**src/rtl/inport_controller.sv**
```systemverilog
// inport_controller: receive-side input port. An external device pushes 32-bit
// words over a valid/ready handshake into a small FIFO, and the CPU pops the
// head word with in_ack during the `in` instruction.
// Optional feature macro: INPORT_OVERRUN_EN (free-running device, sticky
// overrun flag on dropped words). Undefined by default: back-pressure via ext_ready.
module inport_controller #(
  parameter int DEPTH = 4,
  parameter int PTR_W = 2
) (
  input  logic             clk,
  input  logic             clear,
  input  logic             ext_valid,
  input  logic [31:0]      ext_data,
  output logic             ext_ready,
  input  logic             in_ack,
  output logic [31:0]      inport_Data,
  output logic             inport_empty,
  output logic             inport_full,
  output logic [PTR_W:0]   inport_count,
  output logic             overrun,
  input  logic             overrun_clr
);

  localparam logic [PTR_W:0] FULL_CNT = (PTR_W+1)'(DEPTH);

  logic [31:0]      mem [DEPTH];
  logic [PTR_W-1:0] wp;
  logic [PTR_W-1:0] rp;
  logic [PTR_W:0]   count;
  logic             push;
  logic             pop;

  // Status flags come straight from the registered count.
  assign inport_empty = (count == '0);
  assign inport_full  = (count == FULL_CNT);
  assign inport_count = count;

  // A pop on an empty FIFO is ignored, so an empty push+pop just pushes.
  assign pop = in_ack && !inport_empty;

  // Head word presented to the bus mux; forced to zero while empty.
  assign inport_Data = inport_empty ? 32'h0 : mem[rp];

`ifdef INPORT_OVERRUN_EN
  logic ovr_set;

  // Device never stalls; a full FIFO only accepts when the same edge pops.
  assign ext_ready = 1'b1;
  assign push      = ext_valid && (!inport_full || pop);
  assign ovr_set   = ext_valid && inport_full && !pop;

  // Sticky drop flag; a set on the same edge as a clear request wins.
  always_ff @(posedge clk or posedge clear) begin
    if (clear)            overrun <= 1'b0;
    else if (ovr_set)     overrun <= 1'b1;
    else if (overrun_clr) overrun <= 1'b0;
  end
`else
  logic unused_overrun_clr;

  // Back-pressure from registered state only, so no word is ever lost.
  assign ext_ready          = !inport_full;
  assign push               = ext_valid && ext_ready;
  assign overrun            = 1'b0;
  assign unused_overrun_clr = overrun_clr;
`endif

  // Storage array; contents are don't-care after reset so no reset here.
  always_ff @(posedge clk) begin
    if (push) mem[wp] <= ext_data;
  end

  // Pointers wrap naturally at DEPTH (power of two); count tracks occupancy.
  always_ff @(posedge clk or posedge clear) begin
    if (clear) begin
      wp    <= '0;
      rp    <= '0;
      count <= '0;
    end else begin
      if (push) wp <= wp + 1'b1;
      if (pop)  rp <= rp + 1'b1;
      case ({push, pop})
        2'b10:   count <= count + 1'b1;
        2'b01:   count <= count - 1'b1;
        default: count <= count;
      endcase
    end
  end

endmodule

```
**config.mk**
```make
export PLATFORM = sky130hd
export DESIGN_NAME = inport_controller
export DESIGN_NICKNAME = d
export VERILOG_FILES = /design/src/rtl/inport_controller.sv
export SDC_FILE = /design/constraint.sdc
export NUM_CORES = 1
export LEC_CHECK = 0
export ABC_CLOCK_PERIOD_IN_PS = 2800
export BUFFER_PORTS_ARGS = -buffer_cell sky130_fd_sc_hd__clkbuf_2
export CORE_MARGIN = 5
export CORE_UTILIZATION = 50
export CTS_CLUSTER_SIZE = 16
export DETAILED_ROUTE_END_ITERATION = 10
export HOLD_SLACK_MARGIN = 0.12
export PLACE_DENSITY_LB_ADDON = 0.08
export RECOVER_POWER = 100
export SYNTH_ARGS = -nofsm -noshare
export SYNTH_HDL_FRONTEND = slang
export SYNTH_SLANG_ARGS = --single-unit
```
**constraint.sdc**
```tcl
create_clock -name clk -period 2.8 [get_ports clk]
set_input_delay 0 -clock clk [delete_from_list [all_inputs] [get_ports clk]]
set_output_delay 0 -clock clk [all_outputs]
set_load 0.02 [all_outputs]
```
# Word level (Yosys, flattened, before mapping)
# Memories as Yosys holds them, arrays and structs flattened.
# Index checks and enable logic that the tools add are counted.
# Widths: inputs -> output; s select.
# word_totals
inputBits	37
ff_bits	7
n_memories	1
ramBits	128
word_cells	21
# mem_list
name	words	width	rd	rd_clocked_by_memory_dff	wr	line_no	source
mem	4	32	1	0	1	26	logic [31:0] mem [DEPTH];
# op_classes
n_mux	4
add_sub_neg	4
n_eq_ne	3
n_reduce_logical	6
# ops
cell	count
$mux 32	1
$pmux 3 s2	1
$add 2x1->2 const B	2
$add 3x1->3 const B	1
$eq 3x3->1 const B	1
$logic_not 3->1	1
$sub 3x1->3 const B	1
$eq 2x1->1 const B	1
$eq 2x2->1 const B	1
$logic_and 1x1->1	2
$logic_not 1->1	2
$mux 1	2
$reduce_bool 2->1	1

# Longest topological paths before layout
# logic_depth
word_depth	5
depth_mapped	11
depth_no_buf	11

# Least setup slack after synthesis
# Ideal clock, no wire load.
# synth_timing
path_type	register to register
startpoint	reg count[0] (netlist: inport_count[0])
endpoint	mem mem[0][0] (enable)
path_stages_with_launch	6
setup_time_ns	0.392
t_required_ns	2.408
t_arrival_ns	2.086
path_slack_ns	0.322
path_cell_list	dfrtp_1 inv_1 nand3_1 inv_1 nor2b_2 and2_1
# synth_via
elab_chain_len	5
# synth_rtl
item	line_no	source
from (decl)	29	logic [PTR_W:0] count;
from (signal assigned)	83	2'b10: count <= count + 1'b1;
from (signal assigned)	84	2'b01: count <= count - 1'b1;
from (signal assigned)	85	default: count <= count;
$eq 3x3->1	35	assign inport_full = (count == FULL_CNT);
$logic_not 1->1	62	assign ext_ready = !inport_full;
via ext_ready	14	output logic ext_ready,
$logic_and 1x1->1	63	assign push = ext_valid && ext_ready;
$mux 1	70	if (push) mem[wp] <= ext_data;
$mux 1 (not written as such)	70	
to (decl)	26	
# The timed path passes the listed nets, and every way through them passes these cells.

# Worst setup path in the final report
# layout_timing
startpoint	reg count[0] (netlist: inport_count[0])
endpoint	out inport_Data[31]
# layout_via
elab_chain_len	2
# layout_rtl
item	line_no	source
$logic_not 3->1	34	assign inport_empty = (count == '0);
$mux 32	42	assign inport_Data = inport_empty ? 32'h0 : mem[rp];
to (decl)	16	output logic [31:0] inport_Data,
# No other way between the ends.

==> results by group <==
Clock tree
  – Setup bufs post-CTS: 0
  – H-tree lvl count: 4
  – Total CTS buffers: 17
  – Clock-pin slew on the worst setup and hold paths: 60 ps
  – CTS Root Buffer Type: clkbuf_8
  – Max Root-Sink Buffers: 2
  – TritonCTS clock tree: done
  – Post-CTS sizing: 0
  – CTS Sinks: 135
  – Worst-skew pair later-pin latency: 500 ps

Logic synthesis
  – Xor and xnor area share after synthesis: 0.009955
  – Synth area leader: edfxtp_1
  – Post-Synth Simple-Gate Area: 0.05049
  – Synth Area in Compound Gates: 0
  – Multiplexer share of the synthesized area: 0.1406
  – Adder-cell share of the synthesized area: 0.01564
  – Mapped Nets: 288
  – Cells after synthesis: 245
  – Top area cells in the synthesized netlist: edfxtp_1 73%, mux4_2 14%, nor2b_1 3.9%
  – Register area share after synthesis: 0.7613
  – Synth Warn #: 0
  – Yosys cell types: 22
  – Avg Inst Size Synth: 21.55 um^2
  – Synthesized cell area: 0.005279 mm^2
  – Synth top area share: 0.7281
  – Largest family of logic cells by synthesized area: multiplexers
  – Synthesis-stage register bit count: 135

Routing
  – Drt drc: 0
  – Drt pass-1 iters: 4
  – Vias/cell: 5.050
  – Vias: 2606
  – Wire per inst: 17.70 um
  – Antenna viol nets, final: 0
  – Total wire length: 9131 um
  – Starting DRT DRC Count: 132

Place
  – Post-Place Setup Slack: 749.2 ps
  – Post-DP HPWL: 5541 um
  – Routability congestion estimate: 0.6760
  – # port buffers: 73

Hold path
  – Hold Path Class: in2reg
  – Hold depth: 2

Setup path
  – Worst path arrival time: 2290 ps
  – Critical path fanouts, max: 34
  – Worst-path cell chain: nor3_1 > clkbuf_2 > nor2b_1 > clkbuf_1
  – Slowest CP cell: clkbuf_2
  – Startpoint Class: register
  – Worst r2r path cells: 6
  – Worst endpoint required time: 2800 ps
  – Critical path class: reg2out
  – Crit path largest cell delay: 710 ps
  – CP Capture Type: primary output

Die
  – Core area: 0.01032 mm^2
  – Num ports: 76
  – Chip Width: 112.8 um
  – Die area: 0.01271 mm^2
  – Die Ht: 112.8 um
  – Row count: 37
  – Initial Util: 0.5113

Timing
  – Setup violators final: 0
  – Max Slew Vio Count: 0
  – Relative slew slack: 0.4425
  – Clk_skew: 8.369 ps
  – Final worst-path cycle share: 0.8195
  – RSZ-0062 raised after global routing: false
  – Peak Freq: 435.8 MHz
  – Post-route setup TNS: 0 ps
  – Worst slew pin tran: 836.3 ps
  – Final Critical Period: 2295 ps
  – Hold Vio Cnt, Final: 0
  – Worst setup margin: 505.5 ps

Layout
  – Register area: 0.004021 mm^2
  – Antenna Cells: 0
  – Most common library cell in the layout ignoring fill and taps: edfxtp_1
  – Nets: 412
  – # fillers: 749
  – Syn-to-layout area delta: 27.99%
  – Share of post-route cells with drive strength above 1: 0.2079
  – Fin util: 0.6545
  – Most frequent cells in the layout: 128 x edfxtp_1, 70 x clkbuf_1, 36 x dlygate4sd3_1
  – Area occupied by multi-input gates: 0.001145 mm^2

Power
  – Static leakage: 0.002298 uW
  – Cell Pwr Density: 1140 mW/mm^2
  – Maximum VDD drop: 0.6308 mV

GRT
  – GRT overflow: 0
  – First-pass GRT wire length: 14920 um
  – Vias in the first global route: 2860
  – Pin count of the biggest net entering global routing: 35
  – GRT Util Overall: 0.1548
  – Initial antenna violation count: 0

Flow run
  – Max-Cap Viols: 0

Run status
  – Status: completed
## Yosys cell counts, drive strengths merged
cell type,number
edfxtp,128
nor2b,34
mux4,32
buf,8
inv,8
dfrtp,7
ha,5
and2,4
clkbuf,4
xor2,4
nor2,2
xnor2,2
conb,1
fa,1
mux2,1
mux2i,1
nand2,1
nand3,1
nor3,1
## routing by layer
layer  vias to the layer above  track usage  share of wire
met2                        63       0.2666           0.52
met1                      1319       0.1914           0.43
met4                         0      0.05288         0.0079
met5                         -            0              0
li1                       1215            -              -
met3                         9      0.04011          0.046
## cell type report
| cell class | count | share of cell area |
|---|---|---|
| Timing Repair Buffer | 117 | 0.1141 |
| Tap cell | 136 | 0.02519 |
| Clock buffer | 17 | 0.06130 |
| Inverter | 8 | 0.004444 |
| Sequential cell | 135 | 0.5952 |
| Multi-Input combinational cell | 90 | 0.1694 |
| Clock inverter | 13 | 0.03037 |
## flip-flops by register name, indices dropped and copies added (netlist names)
signal        count
mem             128
inport_count      3
rp                2
wp                2
## where the power goes
| part | leakage, uW | internal (uW) | switching [uW] |
|---|---|---|---|
| combinational | 0.000749 | 1060 | 1480 |
| sequential | 0.00125 | 2680 | 162 |
| clock | 0.000297 | 1520 | 787 |
## path summary, 6_finish.rpt
| kind | from | to | slack (ps) |
|---|---|---|---|
| max | inport_count[0]$_DFFE_PP0P_ | inport_Data[31] | 510 |
| max in group asynchronous | clear | rp[0]$_DFFE_PP0P_ | 2060 |
| min | ext_data[17] | mem[1][17]$_DFFE_PP_ | 300 |
| max reg2reg | inport_count[0]$_DFFE_PP0P_ | mem[1][16]$_DFFE_PP_ | 700 |
| min in group asynchronous | clear | wp[0]$_DFFE_PP0P_ | 510 |
| min reg2reg | inport_count[0]$_DFFE_PP0P_ | inport_count[0]$_DFFE_PP0P_ | 520 |
## repair_timing
item,in CTS,in global routing
endpoints found under the hold margin,140,0
setup endpoints to repair,0,0
hold buffers,36,0
## critical path, delay by kind of cell, from the launching register on
kind / cells / cell delay (ps)
flops: 1 / 410
buf+inv: 2 / 930
simple gates: 2 / 450
## cell families (layout without fill, tap and decap cells)
family        count (synthesis)  count (layout)
simple gates                 43              43
other cells                   1               1
xor+xnor                      6               6
buf+inv                      20             155
flops                       135             135
fa+ha+maj                     6               6
mux                          34              34
## per-stage QoR
step	hold slack [ps]	cells	cell area, um^2	total power [uW]
floorplan	-196.6	245	5279	4713
global placement	-70.45	450	5881	5551
detailed placement	-63.02	450	5881	5592
CTS	230.4	516	6860	7951
global route	300.2	516	6756	8117
finish	297.1	516	6756	7700
No activity file was read; power rests on OpenSTA's default activity.
